`config.mk`:
```
export PLATFORM = sky130hd
export DESIGN_NAME = cursor_move_ctrl_flat
export DESIGN_NICKNAME = d
export VERILOG_FILES = /design/src/rtl/cursor_pkg.sv /design/src/rtl/cursor_move_ctrl_if.sv /design/src/rtl/btn_debounce.sv /design/src/rtl/cursor_move_ctrl.sv /design/src/flat_wrapper.sv
export SDC_FILE = /design/constraint.sdc
export NUM_CORES = 1
export LEC_CHECK = 0
export ABC_CLOCK_PERIOD_IN_PS = 2600
export CAP_MARGIN = 25
export CORE_MARGIN = 2
export CORE_UTILIZATION = 50
export DETAILED_ROUTE_END_ITERATION = 8
export PLACE_DENSITY = 0.73
export SLEW_MARGIN = 20
export SYNTH_ARGS = -nofsm -noshare
export SYNTH_HDL_FRONTEND = slang
export SYNTH_HIERARCHICAL = 1
export SYNTH_SLANG_ARGS = --single-unit
```
`constraint.sdc`:
```
create_clock -name clk -period 2.6 [get_ports clk]
set_input_delay 0.26 -clock clk [delete_from_list [all_inputs] [get_ports clk]]
set_output_delay 0.26 -clock clk [all_outputs]
set_load 0.03 [all_outputs]
```
`src/rtl/cursor_pkg.sv`:
```
`default_nettype none
// ----------------------------------------------------------------------------
// cursor_pkg : shared FSM encoding, coordinate sizing and saturating step   rev 1.0
// ----------------------------------------------------------------------------
package cursor_pkg;

  localparam int COORD_W = 6;
  localparam int X_MAX   = 63;
  localparam int Y_MAX   = 63;

  typedef logic [COORD_W-1:0] coord_t;

  typedef enum logic [2:0] {
    ST_BOOT      = 3'd0,
    ST_IDLE      = 3'd1,
    ST_KICK      = 3'd2,
    ST_WAIT_DONE = 3'd3,
    ST_WAIT_CLR  = 3'd4
  } state_t;

  function automatic coord_t sat_step(coord_t v, logic req, logic inc, coord_t vmax);
    if (!req) return v;
    if (inc) return (v >= vmax) ? vmax : v + 1'b1;
    return (v == '0) ? v : v - 1'b1;
  endfunction

endpackage
`default_nettype wire

```
`src/rtl/cursor_move_ctrl_if.sv`:
```
`default_nettype none
// ----------------------------------------------------------------------------
// cursor_move_ctrl_if : position/draw handshake toward the cursor draw stage  rev 1.0
// ----------------------------------------------------------------------------
interface cursor_move_ctrl_if;
  import cursor_pkg::*;

  coord_t pos_x;
  coord_t pos_y;
  logic   draw_init;
  logic   cursor_done;

  modport master (output pos_x, output pos_y, output draw_init, input cursor_done);
  modport slave  (input pos_x, input pos_y, input draw_init, output cursor_done);
endinterface
`default_nettype wire

```
`src/rtl/btn_debounce.sv`:
```
`default_nettype none
// ----------------------------------------------------------------------------
// btn_debounce : 2-FF synchroniser, stability counter, debounced level + rise pulse  rev 1.0
// ----------------------------------------------------------------------------
module btn_debounce #(
  parameter int DEB_CYCLES = 50000
) (
  input  logic clk,
  input  logic rst,
  input  logic btn,
  output logic level,
  output logic rise
);
  localparam int CW = (DEB_CYCLES < 2) ? 1 : $clog2(DEB_CYCLES);

  logic [1:0]    sync;
  logic [CW-1:0] cnt;

  // cnt counts consecutive synchronised samples that disagree with level
  always_ff @(posedge clk or negedge rst) begin
    if (!rst) begin
      sync  <= '0;
      cnt   <= '0;
      level <= 1'b0;
      rise  <= 1'b0;
    end else begin
      sync <= {sync[0], btn};
      rise <= 1'b0;
      if (sync[1] != level) begin
        if (cnt == CW'(DEB_CYCLES - 1)) begin
          level <= sync[1];
          rise  <= sync[1];
          cnt   <= '0;
        end else begin
          cnt <= cnt + 1'b1;
        end
      end else begin
        cnt <= '0;
      end
    end
  end
endmodule
`default_nettype wire

```
`src/rtl/cursor_move_ctrl.sv`:
```
`default_nettype none
// ----------------------------------------------------------------------------
// cursor_move_ctrl : debounced buttons -> saturating cursor steps with auto-repeat,
//                    one draw_init per move and cursor_done handshake   rev 1.0
// ----------------------------------------------------------------------------
module cursor_move_ctrl
  import cursor_pkg::*;
#(
  parameter int INIT_X     = 32,
  parameter int INIT_Y     = 32,
  parameter int DEB_CYCLES = 50000,
  parameter int RPT_DELAY  = 6000000,
  parameter int RPT_RATE   = 1500000,
  parameter int TIMEOUT    = 1000000
) (
  input  logic               clk,
  input  logic               rst,
  input  logic               btn_up,
  input  logic               btn_down,
  input  logic               btn_left,
  input  logic               btn_right,
  input  logic               enable,
  cursor_move_ctrl_if.master dif,
  output logic               busy,
  output logic               timeout_err
);
  localparam int RPT_MAX = (RPT_DELAY > RPT_RATE) ? RPT_DELAY : RPT_RATE;
  localparam int CNT_W   = $clog2(RPT_MAX + 1);
  localparam int TMO_W   = (TIMEOUT < 2) ? 1 : $clog2(TIMEOUT);

  logic [3:0]       raw, lvl, rise;
  logic [1:0]       req, inc, pend, pend_inc, step_req, step_inc;
  state_t           state, state_nx;
  logic [TMO_W-1:0] tmo_cnt;
  coord_t           pos_x, pos_y;
  logic             draw_init, apply, tmo_hit;

  // bit order: up, down, left, right
  assign raw = {btn_right, btn_left, btn_down, btn_up};

  for (genvar i = 0; i < 4; i++) begin : g_deb
    btn_debounce #(.DEB_CYCLES(DEB_CYCLES)) u_deb (
      .clk   (clk),
      .rst   (rst),
      .btn   (raw[i]),
      .level (lvl[i]),
      .rise  (rise[i])
    );
  end

  // axis 0 = x (left/right), axis 1 = y (up/down); index PI is the incrementing button
  for (genvar a = 0; a < 2; a++) begin : g_axis
    localparam int NI = (a == 0) ? 2 : 0;
    localparam int PI = NI + 1;
    logic             held_one, press, rpt_on;
    logic [CNT_W-1:0] rpt_cnt;

    assign held_one = enable && (lvl[NI] ^ lvl[PI]);
    assign press    = lvl[PI] ? rise[PI] : rise[NI];
    assign inc[a]   = lvl[PI];
    assign req[a]   = held_one && (press ||
                      (!rpt_on && rpt_cnt == CNT_W'(RPT_DELAY)) ||
                      ( rpt_on && rpt_cnt == CNT_W'(RPT_RATE)));

    always_ff @(posedge clk or negedge rst) begin
      if (!rst) begin
        rpt_cnt <= '0;
        rpt_on  <= 1'b0;
      end else if (!held_one) begin
        rpt_cnt <= '0;
        rpt_on  <= 1'b0;
      end else if (press) begin
        rpt_cnt <= CNT_W'(1);
        rpt_on  <= 1'b0;
      end else if (req[a]) begin
        rpt_cnt <= CNT_W'(1);
        rpt_on  <= 1'b1;
      end else begin
        rpt_cnt <= rpt_cnt + 1'b1;
      end
    end
  end

  // a pending step takes precedence over a fresh request on the same axis
  assign step_req = pend | req;
  assign step_inc = (pend & pend_inc) | (~pend & inc);

  always_comb begin
    state_nx  = state;
    draw_init = 1'b0;
    apply     = 1'b0;
    tmo_hit   = 1'b0;
    case (state)
      ST_BOOT: state_nx = ST_KICK;
      ST_IDLE: begin
        if (|step_req) begin
          apply    = 1'b1;
          state_nx = ST_KICK;
        end
      end
      ST_KICK: begin
        draw_init = 1'b1;
        state_nx  = ST_WAIT_DONE;
      end
      ST_WAIT_DONE: begin
        if (dif.cursor_done) begin
          state_nx = ST_WAIT_CLR;
        end else if (tmo_cnt == TMO_W'(TIMEOUT - 1)) begin
          tmo_hit  = 1'b1;
          state_nx = ST_IDLE;
        end
      end
      ST_WAIT_CLR: if (!dif.cursor_done) state_nx = ST_IDLE;
      default: state_nx = ST_IDLE;
    endcase
  end

  always_ff @(posedge clk or negedge rst) begin
    if (!rst) begin
      state       <= ST_BOOT;
      pos_x       <= coord_t'(INIT_X);
      pos_y       <= coord_t'(INIT_Y);
      pend        <= '0;
      pend_inc    <= '0;
      tmo_cnt     <= '0;
      busy        <= 1'b0;
      timeout_err <= 1'b0;
    end else begin
      state   <= state_nx;
      busy    <= (state_nx != ST_IDLE);
      tmo_cnt <= (state == ST_WAIT_DONE) ? tmo_cnt + 1'b1 : '0;
      if (tmo_hit) timeout_err <= 1'b1;
      if (apply) begin
        pos_x <= sat_step(pos_x, step_req[0], step_inc[0], coord_t'(X_MAX));
        pos_y <= sat_step(pos_y, step_req[1], step_inc[1], coord_t'(Y_MAX));
        pend  <= '0;
      end else if (state != ST_IDLE) begin
        for (int a = 0; a < 2; a++) begin
          if (req[a] && !pend[a]) begin
            pend[a]     <= 1'b1;
            pend_inc[a] <= inc[a];
          end
        end
      end
    end
  end

  assign dif.pos_x     = pos_x;
  assign dif.pos_y     = pos_y;
  assign dif.draw_init = draw_init;
endmodule
`default_nettype wire

```
`src/flat_wrapper.sv`:
```
// flat-port wrapper written by rule: the top's interface ports become plain ports
module cursor_move_ctrl_flat import cursor_pkg::*;
#(
  parameter int INIT_X     = 32,
  parameter int INIT_Y     = 32,
  parameter int DEB_CYCLES = 50000,
  parameter int RPT_DELAY  = 6000000,
  parameter int RPT_RATE   = 1500000,
  parameter int TIMEOUT    = 1000000
)
  (clk, rst, btn_up, btn_down, btn_left, btn_right, enable, busy, timeout_err, dif_pos_x, dif_pos_y, dif_draw_init, dif_cursor_done);
  cursor_move_ctrl_if dif_i ();
  input  logic clk;
  input  logic rst;
  input  logic btn_up;
  input  logic btn_down;
  input  logic btn_left;
  input  logic btn_right;
  input  logic enable;
  output logic busy;
  output logic timeout_err;
  output wire logic [$bits(dif_i.pos_x)-1:0] dif_pos_x;
  output wire logic [$bits(dif_i.pos_y)-1:0] dif_pos_y;
  output wire logic [$bits(dif_i.draw_init)-1:0] dif_draw_init;
  input wire logic [$bits(dif_i.cursor_done)-1:0] dif_cursor_done;
  assign dif_pos_x = dif_i.pos_x;
  assign dif_pos_y = dif_i.pos_y;
  assign dif_draw_init = dif_i.draw_init;
  assign dif_i.cursor_done = dif_cursor_done;
  cursor_move_ctrl #(.INIT_X(INIT_X), .INIT_Y(INIT_Y), .DEB_CYCLES(DEB_CYCLES), .RPT_DELAY(RPT_DELAY), .RPT_RATE(RPT_RATE), .TIMEOUT(TIMEOUT)) u_core (.clk(clk), .rst(rst), .btn_up(btn_up), .btn_down(btn_down), .btn_left(btn_left), .btn_right(btn_right), .enable(enable), .dif(dif_i), .busy(busy), .timeout_err(timeout_err));
endmodule
```
Yosys cells after proc, flatten, opt, wreduce, memory -nomap -nowiden

Cells that the tools add are included.

Memory bits (read-only): 0
Memory bits (writable): 0
Output and inout bits: 15
Bits in registers: 169
Word-level logic and storage cells: 177
Bits in latches: 0
Memories: 0
Input bits: 8

Div/mod/pow operators: 0
Shift-type cells: 0
Multiplexer cells: 68
Bitwise logic cells: 8
Add/subtract/negate cells: 11
Magnitude comparators: 2
Equality and inequality tests: 23
Reductions and logical operators: 35
Multipliers: 0

Operators by type and width:

| kind                  | number |
|---|---|
| $mux 23               | 6 |
| $mux 16               | 8 |
| $mux 6                | 12 |
| $add 16x1->16 const B | 4 |
| $eq 16x16->1 const B  | 4 |
| $add 23x1->23 const B | 2 |
| $eq 23x21->1 const B  | 2 |
| $eq 23x23->1 const B  | 2 |
| $mux 1                | 34 |
| $add 20x1->20 const B | 1 |
| $eq 20x20->1 const B  | 1 |
| $mux 20               | 1 |
| $reduce_and 2->1      | 8 |
| $pmux 3 s5            | 1 |
| $add 6x1->6 const B   | 2 |
| $ge 6x6->1 const B    | 2 |
| $logic_not 6->1       | 2 |
| $mux 3                | 4 |
| $ne 3x1->1 const B    | 4 |
| $sub 6x1->6 const B   | 2 |
| $logic_and 1x1->1     | 10 |
| $eq 3x2->1 const B    | 2 |
| $ne 3x2->1 const B    | 2 |
| $reduce_and 3->1      | 2 |
| 14 further kinds      | 29 |

Longest topological paths before layout

Depth in word-level cells: 14
Depth in mapped cells: 8
Depth with buffers taken out: 7

Cells and area by module

The synthesis kept the hierarchy.

Modules (own cells, without submodules):

| module           | area each (µm²) | instances | cells an instance |
|---|---|---|---|
| cursor_move_ctrl | 4895.9          | 1         | 520 |
| btn_debounce     | 927.1           | 4         | 86 |

Worst setup path before layout

OpenSTA, ideal clock, no wires.

Kind: register -> register
From: register u_core.g_axis[0].rpt_cnt[10]
To: register u_core.pos_x[0], in the netlist u_core/dif.pos_x[0]
Buffers on the path: 0
Data required time: 2.475 ns
Setup slack: 0.585 ns
Arrival: 1.890 ns
Clock period less this slack: 2.015 ns
Library setup time: 0.125 ns
Cell stages (with the launch flop): 7
Cell sequence: dfrtp_1 -> nor4b_2 -> nand4_1 -> a211oi_2 -> a311oi_2 -> or3_4 -> mux2_4

Word-level cells in the longest chain between the ends: 10
Elaborated cells between the ends (all ways): 16

RTL lines:

| item                                                         | line                                            | text |
|---|---|---|
| start: declaration                                           | cursor_move_ctrl.sv:56                          | `logic [CNT_W-1:0] rpt_cnt;` |
| start signal: assignment                                     | cursor_move_ctrl.sv:79                          | `rpt_cnt <= rpt_cnt + 1'b1;` |
| $eq 23x23->1                                                 | cursor_move_ctrl.sv:62                          | `(!rpt_on && rpt_cnt == CNT_W'(RPT_DELAY)) \|\|` |
| $logic_and 1x1->1                                            | cursor_move_ctrl.sv:62                          |  |
| $logic_or 1x1->1                                             | cursor_move_ctrl.sv:61                          | `assign req[a] = held_one && (press \|\|` |
| $logic_or 1x1->1 (*)                                         | cursor_move_ctrl.sv:62                          |  |
| $logic_and 1x1->1 (*)                                        | cursor_move_ctrl.sv:61                          |  |
| $or 2x2->2 (*)                                               | cursor_move_ctrl.sv:85                          | `assign step_req = pend \| req;` |
| $mux 1 / $reduce_or 2->1 (equally long branches)             | cursor_pkg.sv:22, cursor_move_ctrl.sv:96        |  |
| $mux 1, on equally long branches                             | cursor_move_ctrl.sv:133, cursor_move_ctrl.sv:96 |  |
| $ne 3x1->1 (no source line) / $mux 1 (equally long branches) | -                                               |  |
| $reduce_and 2->1 (no source line)                            | -                                               |  |
| end signal: assignment                                       | cursor_move_ctrl.sv:121                         | `pos_x <= coord_t'(INIT_X);` |
| end signal: assignment                                       | cursor_move_ctrl.sv:134                         | `pos_x <= sat_step(pos_x, step_req[0], step_inc[0], coord_t'(X_MAX));` |
| end: declaration                                             | cursor_move_ctrl.sv:35                          | `coord_t pos_x, pos_y;` |

Every way passes the cells marked *; elsewhere a longest branch is shown, timed or not. The select of a mux whose other input is x is not followed.
A chain may end at the register's enable or synchronous reset.

Final worst setup path

From: register u_core.g_axis[1].rpt_cnt[2]
To: register u_core.pend_inc[1]

Word-level cells in the longest chain between the ends: 11
Elaborated cells between the ends (all ways): 14

RTL lines:

| item                                  | line                    | text |
|---|---|---|
| start: declaration                    | cursor_move_ctrl.sv:56  |  |
| start signal: assignment              | cursor_move_ctrl.sv:79  |  |
| $eq 23x23->1                          | cursor_move_ctrl.sv:62  |  |
| $logic_and 1x1->1                     | cursor_move_ctrl.sv:62  |  |
| $logic_or 1x1->1                      | cursor_move_ctrl.sv:61  |  |
| $logic_or 1x1->1 (*)                  | cursor_move_ctrl.sv:62  |  |
| $logic_and 1x1->1 (*)                 | cursor_move_ctrl.sv:61  |  |
| $or 2x2->2                            | cursor_move_ctrl.sv:85  |  |
| $reduce_or 2->1                       | cursor_move_ctrl.sv:96  | `if (\|step_req) begin` |
| $mux 1                                | cursor_move_ctrl.sv:96  |  |
| $mux 1                                | cursor_move_ctrl.sv:93  | `case (state)` |
| $not 1->1 (no source line)            | -                       |  |
| $reduce_and 3->1 (no source line) (*) | -                       |  |
| end signal: indexed assignment        | cursor_move_ctrl.sv:141 | `pend_inc[a] <= inc[a];` |
| end: declaration                      | cursor_move_ctrl.sv:32  | `logic [1:0] req, inc, pend, pend_inc, step_req, step_inc;` |

Every way passes the cells marked *; elsewhere a longest branch is shown, timed or not.

==> flow_summary.yaml <==
final_layout:
  n_fill_cell: 1407
  drive_gt1_share_pct: 9.09
  area_growth_pct: 13.4
  antenna_cells: 0
  finalNetCount: 923
  final_cells: 1133
synthesis:
  ys_warn_count: 6
  synth_flop_cell: "dfrtp_1"
  netlist_top_cells_count: "dfrtp_1 (167), nor2_1 (156), xnor2_1 (68)"
  netlist.area_leader.share_pct: 48.6
  synthCells: 864
  yosys.area.top_type: "dfrtp_1"
  ys_ff_latch: 169
  ys_types: 65
  synthArstFlopShare_pct: 100
  synthesis.area_mm2: 0.00860
  synth.net_count: 887
  synth_edf_count: 0
  ys_seq_area_share_pct: 49.2
  yosysMostFrequentCell: "dfrtp_1"
  syn_area_per_cell_um2: 9.96
  yosys-top-cells-area: "dfrtp_1 (49%), xnor2_1 (6.9%), nor2_1 (6.8%)"
global_routing:
  grt_first_pass_wirelength_mm: 27.8
  grt_start_max_net_pins: 57
  grt_use_met3_pct: 3.97
  grt_antenna_before_repair: 0
  busiest_layer: "met2"
  grt.overflow.total: 0
  grt_pass1_vias: 5934
  gr-usage-met2_pct: 29.0
  met1_usage_pct: 26.4
  grt_usage_pct: 18.7
job:
  cap_violations: 0
clock_network:
  cts_tree: "built"
  cts_resized: 0
  cts_buffers: 17
  clk_pin_slew_ps: 60
  htreeDepth: 4
  clk_latency_ps: 420
  cts_max_path_buffers: 2
  post_cts_buffers: 0
  clock_sinks: 169
  holdBufCountCts: 1
  root_buffer: "clkbuf_16"
detailed_routing:
  postRouteWirelength_mm: 15.9
  drt-vias-per-instance: 5.43
  num_vias: 6153
  wl_per_cell_um: 14.0
  antenna_left: 0
  drcViolationCount: 0
  first_pass_iters: 5
  drtIter0Drc: 451
critical_path:
  worstPathArrival_ps: 2450
  critPathLaunch: "u_core/g_axis[1].rpt_cnt[2]"
  crit_fanout: 5
  critPathKind: "reg2reg"
  end_kind: "flip-flop"
  required_ps: 2900
  worstSetupStartpointType: "flip-flop"
  r2r_start: "u_core/g_axis[1].rpt_cnt[2]"
floorplan:
  die_h_um: 135
  io_pins: 23
  start_util_pct: 51.5
  rows: 47
  die_x_um: 135
  die_area_mm2: 0.0183
  coreArea_mm2: 0.0167
timing:
  fmax_ghz: 0.465
  rsz0062_at_grt: "false"
  min_period_over_period_pct: 82.7
  setup_violations: 0
  finClkSkew_ps: 8.66
  worst_pin_slew_ps: 543
  post-route-min-period_ps: 2150
  maxSlewViolCount: 0
  tns_ps: 0
  finalHoldViolations: 0
  slew_headroom_pct: 62.8
placed_design:
  io_buffers: 22
  gp_congestion: 0.869
  dp_hpwl_mm: 10.7
  placed_cells: 1100
status:
  outcome: "finished, final reports clean"
power_and_ir_drop:
  p_per_area_mw_per_mm2: 653
  p_leak_nw: 3.95
  worst_ir_drop_vdd_v: 0.000509
min_path:
  min_from: "btn_up"
  hold_path_class: "in2reg"
per-stage QoR:
step	util [%]	hold slack (ps)	setup WS (ps)	cell area (um^2)	power, mW
after floorplan	-	-35.6	585	8600	3.45
after global placement	54.6	260	434	9120	3.78
after detailed placement	54.6	258	412	9120	3.79
after CTS	58.4	257	435	9760	6.46
after global routing	58.4	256	270	9760	6.68
final	58.4	277	451	9760	6.37
where the power goes:
group	total [mW]	internal [mW]	leakage (nW)	switching, mW
registers	2.89	2.74	2.30	0.154
clock network	2.63	1.62	0.304	1.01
logic	0.845	0.330	1.34	0.515
total	6.37	4.69	3.95	1.68
state kept, by name (all words and copies together), names as in the netlist:
| signal | flops |
|---|---|
| u_core/g_deb.u_deb/cnt | 64 |
| u_core/g_axis.rpt_cnt | 46 |
| u_core/tmo_cnt | 20 |
| u_core/g_deb.u_deb/sync | 8 |
| u_core/dif.pos_x | 6 |
| u_core/dif.pos_y | 6 |
| u_core/g_deb.u_deb/level | 4 |
| u_core/g_deb.u_deb/rise | 4 |
| u_core/state | 3 |
| u_core/g_axis.rpt_on | 2 |
| u_core/pend | 2 |
| u_core/pend_inc | 2 |
| u_core/busy | 1 |
| u_core/timeout_err | 1 |
placed cells by master (no fill, tap or decap), types with 7 or more instances in the layout:
master | synthesis | layout
clkdlybuf4s50_1 | 0 | 21
nor4_1 | 18 | 18
nand4_2 | 8 | 8
mux2_2 | 8 | 8
nand3_1 | 50 | 50
nand2_1 | 48 | 48
inv_1 | 36 | 36
buf_4 | 1 | 10
ha_1 | 15 | 15
nand4_1 | 22 | 22
a21oi_1 | 15 | 15
xor2_1 | 46 | 46
or3_1 | 13 | 13
o31ai_1 | 9 | 9
xnor2_1 | 68 | 68
and4_1 | 7 | 7
nor2_1 | 156 | 156
nor3_1 | 27 | 27
nor4bb_1 | 11 | 11
dfrtp_1 | 167 | 167
and3_1 | 18 | 18
clkbuf_16 | 0 | 17
o21ai_0 | 9 | 9
final timing paths:
path	cells after the start	endpoint	slack, ps
worst max-delay path	6	u_core/pend_inc[1]	450
worst min-delay path	1	u_core/g_deb[0].u_deb/sync[0]	280
worst max register to register	6	u_core/pend_inc[1]	450
worst min register to register	0	u_core/g_deb[3].u_deb/sync[1]	350
max in group asynchronous	3	u_core/g_axis[1].rpt_cnt[10]	1480
min in group asynchronous	2	u_core/tmo_cnt[8]	360
critical path, stage by stage, from the launching register on:
cell,delay (ps)
dfrtp_1,420
nor4_2,350
nand3_1,150
o31ai_2,310
o21bai_1,230
nor3_1,210
mux2_2,360
routing by layer:
layer | wire [um] | share of wire [%]
met5 | 0 | 0
met4 | 286 | 1.8
met3 | 450 | 2.8
met2 | 7140 | 45
met1 | 8000 | 50
cell type report:
cell class	count	area [um^2]	area share (%)
Tap cell	220	275	2.82
Multi-Input combinational cell	642	4160	42.7
Clock buffer	23	488	5.00
Inverter	36	135	1.38
Clock inverter	9	138	1.41
Sequential cell	169	4230	43.4
Timing Repair Buffer	34	327	3.35
cells by family after synthesis:
group | count (synthesis) | share of synthesized area, %
and+or+nand+nor | 425 | 26.5
DFF | 169 | 49.2
xor gates and xnor gates | 115 | 11.8
AOI/OAI and AO/OA | 68 | 5.47
buffers and inverters | 53 | 2.44
muxes | 19 | 2.46
adders and majority gates | 15 | 2.18
No activity file was read; power rests on OpenSTA's default activity.
